`src/rtl/kapisma_turnuva.sv`:
```
// Multi-player grid-guessing tournament: each round scores every player's guess against a
// target number, tracks the round winner and running score, and names a match winner.
module kapisma_turnuva #(
  parameter int unsigned OYUNCU = 3,
  parameter int unsigned TUR    = 4,
  parameter int unsigned PUAN_W = 12
) (
  input  logic                clk,
  input  logic                rst_n,
  input  logic                basla,
  input  logic                gecerli,
  output logic                hazir,
  input  logic [2*OYUNCU-1:0] sag_adimlar,
  input  logic [2*OYUNCU-1:0] asagi_adimlar,
  input  logic [3:0]          sayi,
  output logic                tur_gecerli,
  output logic [3:0]          tur_kazanan,
  output logic [6:0]          tur_puan,
  output logic [PUAN_W-1:0]   toplam_puan,
  output logic                hata,
  output logic                mac_bitti,
  output logic [3:0]          mac_kazanan
);

  typedef enum logic [1:0] {StBosta, StBekle, StHesap, StBitti} durum_e;

  durum_e durum_q, durum_d;

  logic [2*OYUNCU-1:0] sag_q, sag_d, asagi_q, asagi_d;
  logic [3:0]          sayi_q, sayi_d;
  logic [3:0]          tur_sayac_q, tur_sayac_d;
  logic [3:0]          galibiyet_q [OYUNCU];
  logic [3:0]          galibiyet_d [OYUNCU];
  logic                tur_gecerli_d, hata_d, mac_bitti_d;
  logic [3:0]          tur_kazanan_d, mac_kazanan_d;
  logic [6:0]          tur_puan_d;
  logic [PUAN_W-1:0]   toplam_puan_d;

  // Round evaluation on the latched data
  logic [1:0]        sag_k, asagi_k;
  logic [3:0]        tahmin;
  logic [6:0]        pozitif, negatif, puan;
  logic [3:0]        kazanan;
  logic [3:0]        galibiyet_yeni [OYUNCU];
  logic [3:0]        en_iyi, en_iyi_sayi;
  logic [PUAN_W:0]   toplam_genis;
  logic [PUAN_W-1:0] toplam_doygun;
  logic              sayi_hatali;

  always_comb begin
    pozitif = '0;
    negatif = '0;
    kazanan = '0;
    sag_k   = '0;
    asagi_k = '0;
    tahmin  = '0;
    for (int k = OYUNCU - 1; k >= 0; k--) begin
      sag_k   = (sag_q[2*k +: 2] == 2'd3) ? 2'd2 : sag_q[2*k +: 2];
      asagi_k = (asagi_q[2*k +: 2] == 2'd3) ? 2'd2 : asagi_q[2*k +: 2];
      tahmin  = 4'd3 * {2'b00, asagi_k} + {2'b00, sag_k} + 4'd1;
      if (tahmin == sayi_q) begin
        pozitif = pozitif + {3'b000, tahmin};
        kazanan = 4'(k + 1);
      end else begin
        negatif = negatif + {3'b000, tahmin};
      end
    end
    puan = (pozitif > negatif) ? (pozitif - negatif) : 7'd0;

    en_iyi      = '0;
    en_iyi_sayi = '0;
    for (int k = 0; k < OYUNCU; k++) begin
      galibiyet_yeni[k] = galibiyet_q[k] + ((kazanan == 4'(k + 1)) ? 4'd1 : 4'd0);
      // Strict compare keeps ties on the lowest index and yields 0 when nobody won
      if (galibiyet_yeni[k] > en_iyi_sayi) begin
        en_iyi_sayi = galibiyet_yeni[k];
        en_iyi      = 4'(k + 1);
      end
    end

    toplam_genis  = {1'b0, toplam_puan} + (PUAN_W + 1)'(puan);
    toplam_doygun = toplam_genis[PUAN_W] ? {PUAN_W{1'b1}} : toplam_genis[PUAN_W-1:0];
    sayi_hatali   = (sayi_q == 4'd0) || (sayi_q > 4'd9);
  end

  always_comb begin
    durum_d       = durum_q;
    sag_d         = sag_q;
    asagi_d       = asagi_q;
    sayi_d        = sayi_q;
    tur_sayac_d   = tur_sayac_q;
    tur_gecerli_d = 1'b0;
    hata_d        = 1'b0;
    tur_kazanan_d = tur_kazanan;
    tur_puan_d    = tur_puan;
    toplam_puan_d = toplam_puan;
    mac_bitti_d   = mac_bitti;
    mac_kazanan_d = mac_kazanan;
    for (int k = 0; k < OYUNCU; k++) galibiyet_d[k] = galibiyet_q[k];

    if (basla && (durum_q != StHesap)) begin
      durum_d       = StBekle;
      tur_sayac_d   = '0;
      tur_kazanan_d = '0;
      tur_puan_d    = '0;
      toplam_puan_d = '0;
      mac_bitti_d   = 1'b0;
      mac_kazanan_d = '0;
      for (int k = 0; k < OYUNCU; k++) galibiyet_d[k] = '0;
    end else begin
      unique case (durum_q)
        StBekle: begin
          if (gecerli) begin
            sag_d   = sag_adimlar;
            asagi_d = asagi_adimlar;
            sayi_d  = sayi;
            durum_d = StHesap;
          end
        end
        StHesap: begin
          if (sayi_hatali) begin
            hata_d  = 1'b1;
            durum_d = StBekle;
          end else begin
            tur_gecerli_d = 1'b1;
            tur_kazanan_d = kazanan;
            tur_puan_d    = puan;
            toplam_puan_d = toplam_doygun;
            tur_sayac_d   = tur_sayac_q + 4'd1;
            for (int k = 0; k < OYUNCU; k++) galibiyet_d[k] = galibiyet_yeni[k];
            if (tur_sayac_q + 4'd1 == 4'(TUR)) begin
              durum_d       = StBitti;
              mac_bitti_d   = 1'b1;
              mac_kazanan_d = en_iyi;
            end else begin
              durum_d = StBekle;
            end
          end
        end
        default: ;
      endcase
    end
  end

  assign hazir = (durum_q == StBekle);

  always_ff @(posedge clk or negedge rst_n) begin
    if (!rst_n) begin
      durum_q <= StBosta;
    end else begin
      durum_q <= durum_d;
    end
  end

  always_ff @(posedge clk or negedge rst_n) begin
    if (!rst_n) begin
      sag_q       <= '0;
      asagi_q     <= '0;
      sayi_q      <= '0;
      tur_sayac_q <= '0;
      tur_gecerli <= 1'b0;
      hata        <= 1'b0;
      tur_kazanan <= '0;
      tur_puan    <= '0;
      toplam_puan <= '0;
      mac_bitti   <= 1'b0;
      mac_kazanan <= '0;
      for (int k = 0; k < OYUNCU; k++) galibiyet_q[k] <= '0;
    end else begin
      sag_q       <= sag_d;
      asagi_q     <= asagi_d;
      sayi_q      <= sayi_d;
      tur_sayac_q <= tur_sayac_d;
      tur_gecerli <= tur_gecerli_d;
      hata        <= hata_d;
      tur_kazanan <= tur_kazanan_d;
      tur_puan    <= tur_puan_d;
      toplam_puan <= toplam_puan_d;
      mac_bitti   <= mac_bitti_d;
      mac_kazanan <= mac_kazanan_d;
      for (int k = 0; k < OYUNCU; k++) galibiyet_q[k] <= galibiyet_d[k];
    end
  end

endmodule
```
`config.mk`:
```
export PLATFORM = sky130hd
export DESIGN_NAME = kapisma_turnuva
export DESIGN_NICKNAME = d
export VERILOG_FILES = /design/src/rtl/kapisma_turnuva.sv
export SDC_FILE = /design/constraint.sdc
export NUM_CORES = 1
export LEC_CHECK = 0
export ABC_AREA = 1
export BUFFER_PORTS_ARGS = -buffer_cell sky130_fd_sc_hd__buf_2
export CORE_UTILIZATION = 64
export DETAILED_ROUTE_END_ITERATION = 7
export GPL_TIMING_DRIVEN = 1
export PLACE_DENSITY = 0.86
export SLEW_MARGIN = 25
export SYNTH_ARGS = -nofsm -noshare
export SYNTH_HDL_FRONTEND = slang
export SYNTH_SLANG_ARGS = --single-unit
```
`constraint.sdc`:
```
create_clock -name clk -period 19.2 [get_ports clk]
set_clock_uncertainty 0.15 [all_clocks]
set_input_delay 0.96 -clock clk [delete_from_list [all_inputs] [get_ports clk]]
set_output_delay 0.96 -clock clk [all_outputs]
set_load 0.01 [all_outputs]
```
After elaboration in Yosys (flattened, before gate mapping)
Cells that the tools add are included.

word-level totals
  flip-flop bits (word level) = 64
  bits of input ports = 20
  output and inout bits = 31
  word-level logic and storage cells = 127

cells by class
  add/subtract/negate cells = 16
  $mul = 3
  order comparisons = 5
  equal/unequal tests = 18
  muxes and demuxes = 59
  bitwise gates (word level) = 1
  reductions and logical operators = 10

operators by type and width
  kind                                                            number
  2-to-1 mux 12 bit                                               7
  2-to-1 mux 4 bit                                                18
  2-to-1 mux 7 bit                                                8
  adder 7 x 4 -> 7 bit                                            4
  2-to-1 mux 2 bit                                                11
  adder 4 x 1 -> 4 bit (second input constant)                    4
  == test 2 bit (second input constant)                           7
  2-to-1 mux 1 bit                                                14
  adder 12 x 7 -> 13 bit                                          1
  adder 4 x 1 -> 4 bit                                            3
  adder 4 x 2 -> 4 bit                                            3
  == test 4 bit                                                   3
  multiplier 2 x 2 -> 4 bit (first input constant)                3
  == test 4 x 2 -> 1 bit (second input constant)                  2
  greater-than comparator 4 bit                                   2
  greater-than comparator 7 bit                                   1
  subtractor 7 bit                                                1
  AND reduction 3 bit                                             2
  == test 4 x 1 -> 1 bit (second input constant)                  1
  == test 4 x 3 -> 1 bit (second input constant)                  1
  greater-than comparator 4 x 1 -> 1 bit (second input constant)  1
  greater-than comparator 4 bit (second input constant)           1
  zero test 4 bit                                                 1
  case mux 2 bit (2 select lines)                                 1
  other kinds (10)                                                12

Logic depth before layout (Yosys ltp)
  depth in word-level cells = 22
  gate-level depth with buffers = 50

Least setup slack after synthesis
No wires, ideal clock.

  path kind = register to register
  from = reg asagi_q[5]
  to = reg toplam_puan[2]
  arrival time = 6661 ps
  data required time = 18967 ps
  setup slack = 12306 ps
  stages on the path, launching flop included = 47
  buffers on the path = 0
  clock period less this slack = 6894 ps
  cells stage by stage = dfrtp_1 > or2_2 > ha_1 > inv_1 > fa_1 > nand2_1 > clkinv_1 > nor2_1 > nand2_1 > nor2_4 > nand2_4 > inv_1 > nor2_1 > ha_1 > inv_1 > fa_1 > o21ai_0 > inv_1 > [... 11 more ...] > nand2_1 > nand2_1 > o21ai_2 > nor2_1 > ha_1 > inv_1 > fa_1 > inv_1 > nand2_1 > o21ai_0 > a21oi_1 > o21bai_1 > nand2_1 > nand2_1 > nand3_1 > inv_1 > a21oi_1 > o21ai_0

on the way
  longest elaborated chain between the ends = 18
  elaborated cells on any way between the ends = 24

ends and longest elaborated chain
  item                                                                      line    RTL
  start: declaration                                                        29      logic [2*OYUNCU-1:0] sag_q, sag_d, asagi_q, asagi_d;
  start signal: assignment                                                  171     asagi_q <= asagi_d;
  == test 2 bit                                                             59      asagi_k = (asagi_q[2*k +: 2] == 2'd3) ? 2'd2 : asagi_q[2*k +: 2];
  2-to-1 mux 2 bit (*)                                                      59
  multiplier 2 x 2 -> 4 bit (*)                                             60      tahmin = 4'd3 * {2'b00, asagi_k} + {2'b00, sag_k} + 4'd1;
  adder 4 x 2 -> 4 bit (*)                                                  60
  adder 4 x 1 -> 4 bit (*)                                                  60
  == test 4 bit                                                             61      if (tahmin == sayi_q) begin
  2-to-1 mux 4 bit                                                          61
  adder 7 x 4 -> 7 bit, on equally long branches                            62, 65
  [... 2 more ...]                                                          -
  2-to-1 mux 7 bit                                                          61
  subtractor 7 bit / greater-than comparator 7 bit (equally long branches)  68      puan = (pozitif > negatif) ? (pozitif - negatif) : 7'd0;
  2-to-1 mux 7 bit (*)                                                      68
  adder 12 x 7 -> 13 bit (*)                                                81      toplam_genis = {1'b0, toplam_puan} + (PUAN_W + 1)'(puan);
  2-to-1 mux 12 bit (*)                                                     82      toplam_doygun = toplam_genis[PUAN_W] ? {PUAN_W{1'b1}} : toplam_genis[PUAN_W-1:0];
  2-to-1 mux 12 bit (*)                                                     121     if (sayi_hatali) begin
  2-to-1 mux 12 bit (*)                                                     111     unique case (durum_q)
  2-to-1 mux 12 bit (*)                                                     101     if (basla && (durum_q != StHesap)) begin
  end signal: assignment                                                    178     toplam_puan <= toplam_puan_d;
  end: declaration                                                          19      output logic [PUAN_W-1:0] toplam_puan,

Mark *: on every way between the ends. The rest lies on a longest branch, timed or not. The select of a mux whose other input is x is not followed.
A chain may end at the register's enable or synchronous reset.

Worst setup path in the final report
  from = reg asagi_q[5]
  to = reg toplam_puan[6]

The elaborated chain is that of the path after synthesis.

==> results.yml <==
min_path:
  worstHoldPathCells: 1
  hold_class: "register to register"
  whs_endpoint: "hata"
  worstHoldStart: "durum_q[0]"
route:
  dr.first_iter.drc_count: 287
  drcViolationCount: 0
  post_drt_wl_per_cell_um: 14.1
  dr.pass1.iters: 5
  num_vias: 4389
  routed_wl_mm: 11.1
  via_per_inst: 5.58
  ant_nets: 0
floorplanning:
  num_io_pins: 51
  start_util_pct: 67.2
  die_area_mm2: 0.00805
  row_count: 31
  core_area_mm2: 0.00733
  fp.dieH_um: 89.7
  dieWidth_um: 89.7
cells_and_area:
  syn2layout_area_growth_pct: 9.30
  filler_cell_count: 528
  layout-drive-gt1-share_pct: 16.6
  diodes: 0
  finalNetCount: 765
  instances_no_fill: 786
clocking:
  cts_inserted_buffers: 9
  h-tree-depth: 3
  cts_tree: "yes"
  ctsResizeCount: 0
  clock-sinks: 60
  cts_setup_buffers: 0
  clockBufferDepth: 2
  clk_pin_slew_worst_paths_ns: 0.07
  root_buffer: "clkbuf_8"
  clock_latency_ns: 0.36
  hold_buffers: 0
synthesis:
  synth_cell_types: 41
  syn_area_per_cell_um2: 7.64
  yosysSeqAreaShare_pct: 30.5
  ys_ff_latch: 60
  synth_area_mm2: 0.00493
  synth_warnings: 0
  synthCells: 645
sta:
  timing.hold.ws_ns: 0.329
  rsz0062_at_grt: "false"
  setup_viol: 0
  hold_viol: 0
  fin_crit_sh_pct: 41.5
  drv_slew: 0
  finalSetupTns_ns: 0
  tightestPinTransition_ns: 0.813
  fmax_ghz: 0.125
  fin_crit_ns: 7.97
  relSlewSlack_pct: 45.6
run:
  max_cap_violations: 0
setup_path:
  startpoint_type: "register"
  r2r-start: "asagi_q[5]"
  max_stage_delay_ns: 0.53
  cp_max_fo: 7
  critPathArrivalTime_ns: 8.09
  cp_slowest_cell: "fa_1"
  ff2ff_path_depth: 46
  r2r_end: "toplam_puan[6]"
  critPathKind: "register to register"
  path_common_cell: "nand2_1"
  endpoint_kind: "register"
  worst-r2r-setup-slack_ns: 11.23
  required_ns: 19.31
placed_design:
  dp.final_hpwl_mm: 8.35
  port_buffers: 46
  placed_cells_incl_taps: 771
  gp_congestion: 0.930
global_routing:
  grt_pass1_vias: 4364
  grt_start_max_net_pins: 61
  grt_overflow: 0
  grt_pass1_wl_mm: 19.3
  grt_antenna_before_repair: 0
  gr-usage-all-layers_pct: 29.6
  grtUsageMet2_pct: 52.1
  met3_usage_pct: 4.06
  grt-busiest-layer: "met2"
  use_met1_pct: 35.9
outcome:
  status: "completed"
[layer usage]
metal  vias up  part of all wire (%)
met5         -                     0
met3        26                   3.4
met4         0                   2.6
met2       119                    49
met1      2094                    45
li1       2150                     -
[flip-flops by register name (all words and copies together) (netlist names)]
register     cells
toplam_puan     12
sag_q            6
asagi_q          6
tur_kazanan      2
tur_puan         7
galibiyet_q     12
sayi_q           4
tur_gecerli      1
durum_q          2
tur_sayac_q      4
hata             1
mac_kazanan      2
mac_bitti        1
[Yosys cell counts, drive strengths merged]
library cell,n,area (um^2)
nor2,60,255
xnor2,8,77.6
o22ai,3,18.8
nand4,5,37.5
mux2,6,67.6
a21o,1,7.51
o211ai,1,7.51
o21ai,58,294
or2,10,62.6
nand2,136,561
inv,97,364
a31oi,3,18.8
clkinv,1,3.75
nor3,7,35.0
clkbuf,16,60.1
ha,53,663
nand3,34,228
dfrtp,60,1500
o21bai,1,7.51
a32oi,1,8.76
nand3b,3,22.5
a22o,4,35.0
fa,9,180
conb,1,3.75
xor2,14,123
buf,7,45.0
a21oi,46,238
[how the worst max path moves through the flow]
stage / start / end / slack [ns]
floorplan: asagi_q[5] / toplam_puan[2] / 12.31
global placement: asagi_q[5] / toplam_puan[6] / 11.90
detailed placement: asagi_q[5] / toplam_puan[6] / 11.37
CTS: asagi_q[5] / toplam_puan[6] / 11.32
global route: asagi_q[5] / toplam_puan[6] / 10.50
finish: asagi_q[5] / toplam_puan[6] / 11.23
[placed cells by master, fill, tap and decap left out, types with 4 or more instances in the layout]
master and count:
inv_1 87, conb_1 4, nand3_2 4, nand2_2 8, mux2_2 6, a21oi_1 44, xnor2_1 7, nand2_4 4
ha_1 53, nand4_1 4, inv_2 10, xor2_1 14, nor3_1 7, o21ai_0 54, a22o_1 4, nand3_1 27
clkbuf_8 10, or2_2 7, nand2_1 124, buf_2 46, dfrtp_1 60, fa_1 9, nor2_1 54
[through the flow]
step	setup slack, ns	cell area [um^2]	util (%)
CTS	11.32	5380	73.4
floorplan	12.31	4940	-
finish	11.23	5380	73.4
detailed placement	11.37	5190	70.8
global route	10.50	5380	73.4
global placement	11.90	5190	70.8
[layout make-up]
cell class	instances	area [um^2]	share of cell area (%)
clock inverters	4	48.8	0.906
clock buffers	11	141	2.63
well taps	99	124	2.30
multi-input cells	467	2960	55.0
repair buffers	47	238	4.42
inverters	98	368	6.83
flip-flops and latches	60	1500	27.9
[kinds of logic (layout without fill, tap and decap cells)]
logic type / count (synthesis) / after routing / synth area share, %
AOI/OAI and AO/OA: 118 / 118 / 12.9
xor gates and xnor gates: 22 / 22 / 4.06
adders and majority gates: 62 / 62 / 17.1
buffers and inverters: 121 / 160 / 9.60
DFF: 60 / 60 / 30.5
muxes: 6 / 6 / 1.37
other: 1 / 4 / 0.0761
and+or+nand+nor: 255 / 255 / 24.4
[critical path: cells and delay by family, from the launching register on]
family          cells  cell delay [ns]
compound gates     10             1.52
xor+xnor            1             0.15
fa+ha+maj           8             2.78
simple gates       18             2.04
flops               1             0.40
buf+inv             9             0.85
Power is not shown: default switching activity piles up to over one toggle a cycle in this logic, so the estimate is an artifact.
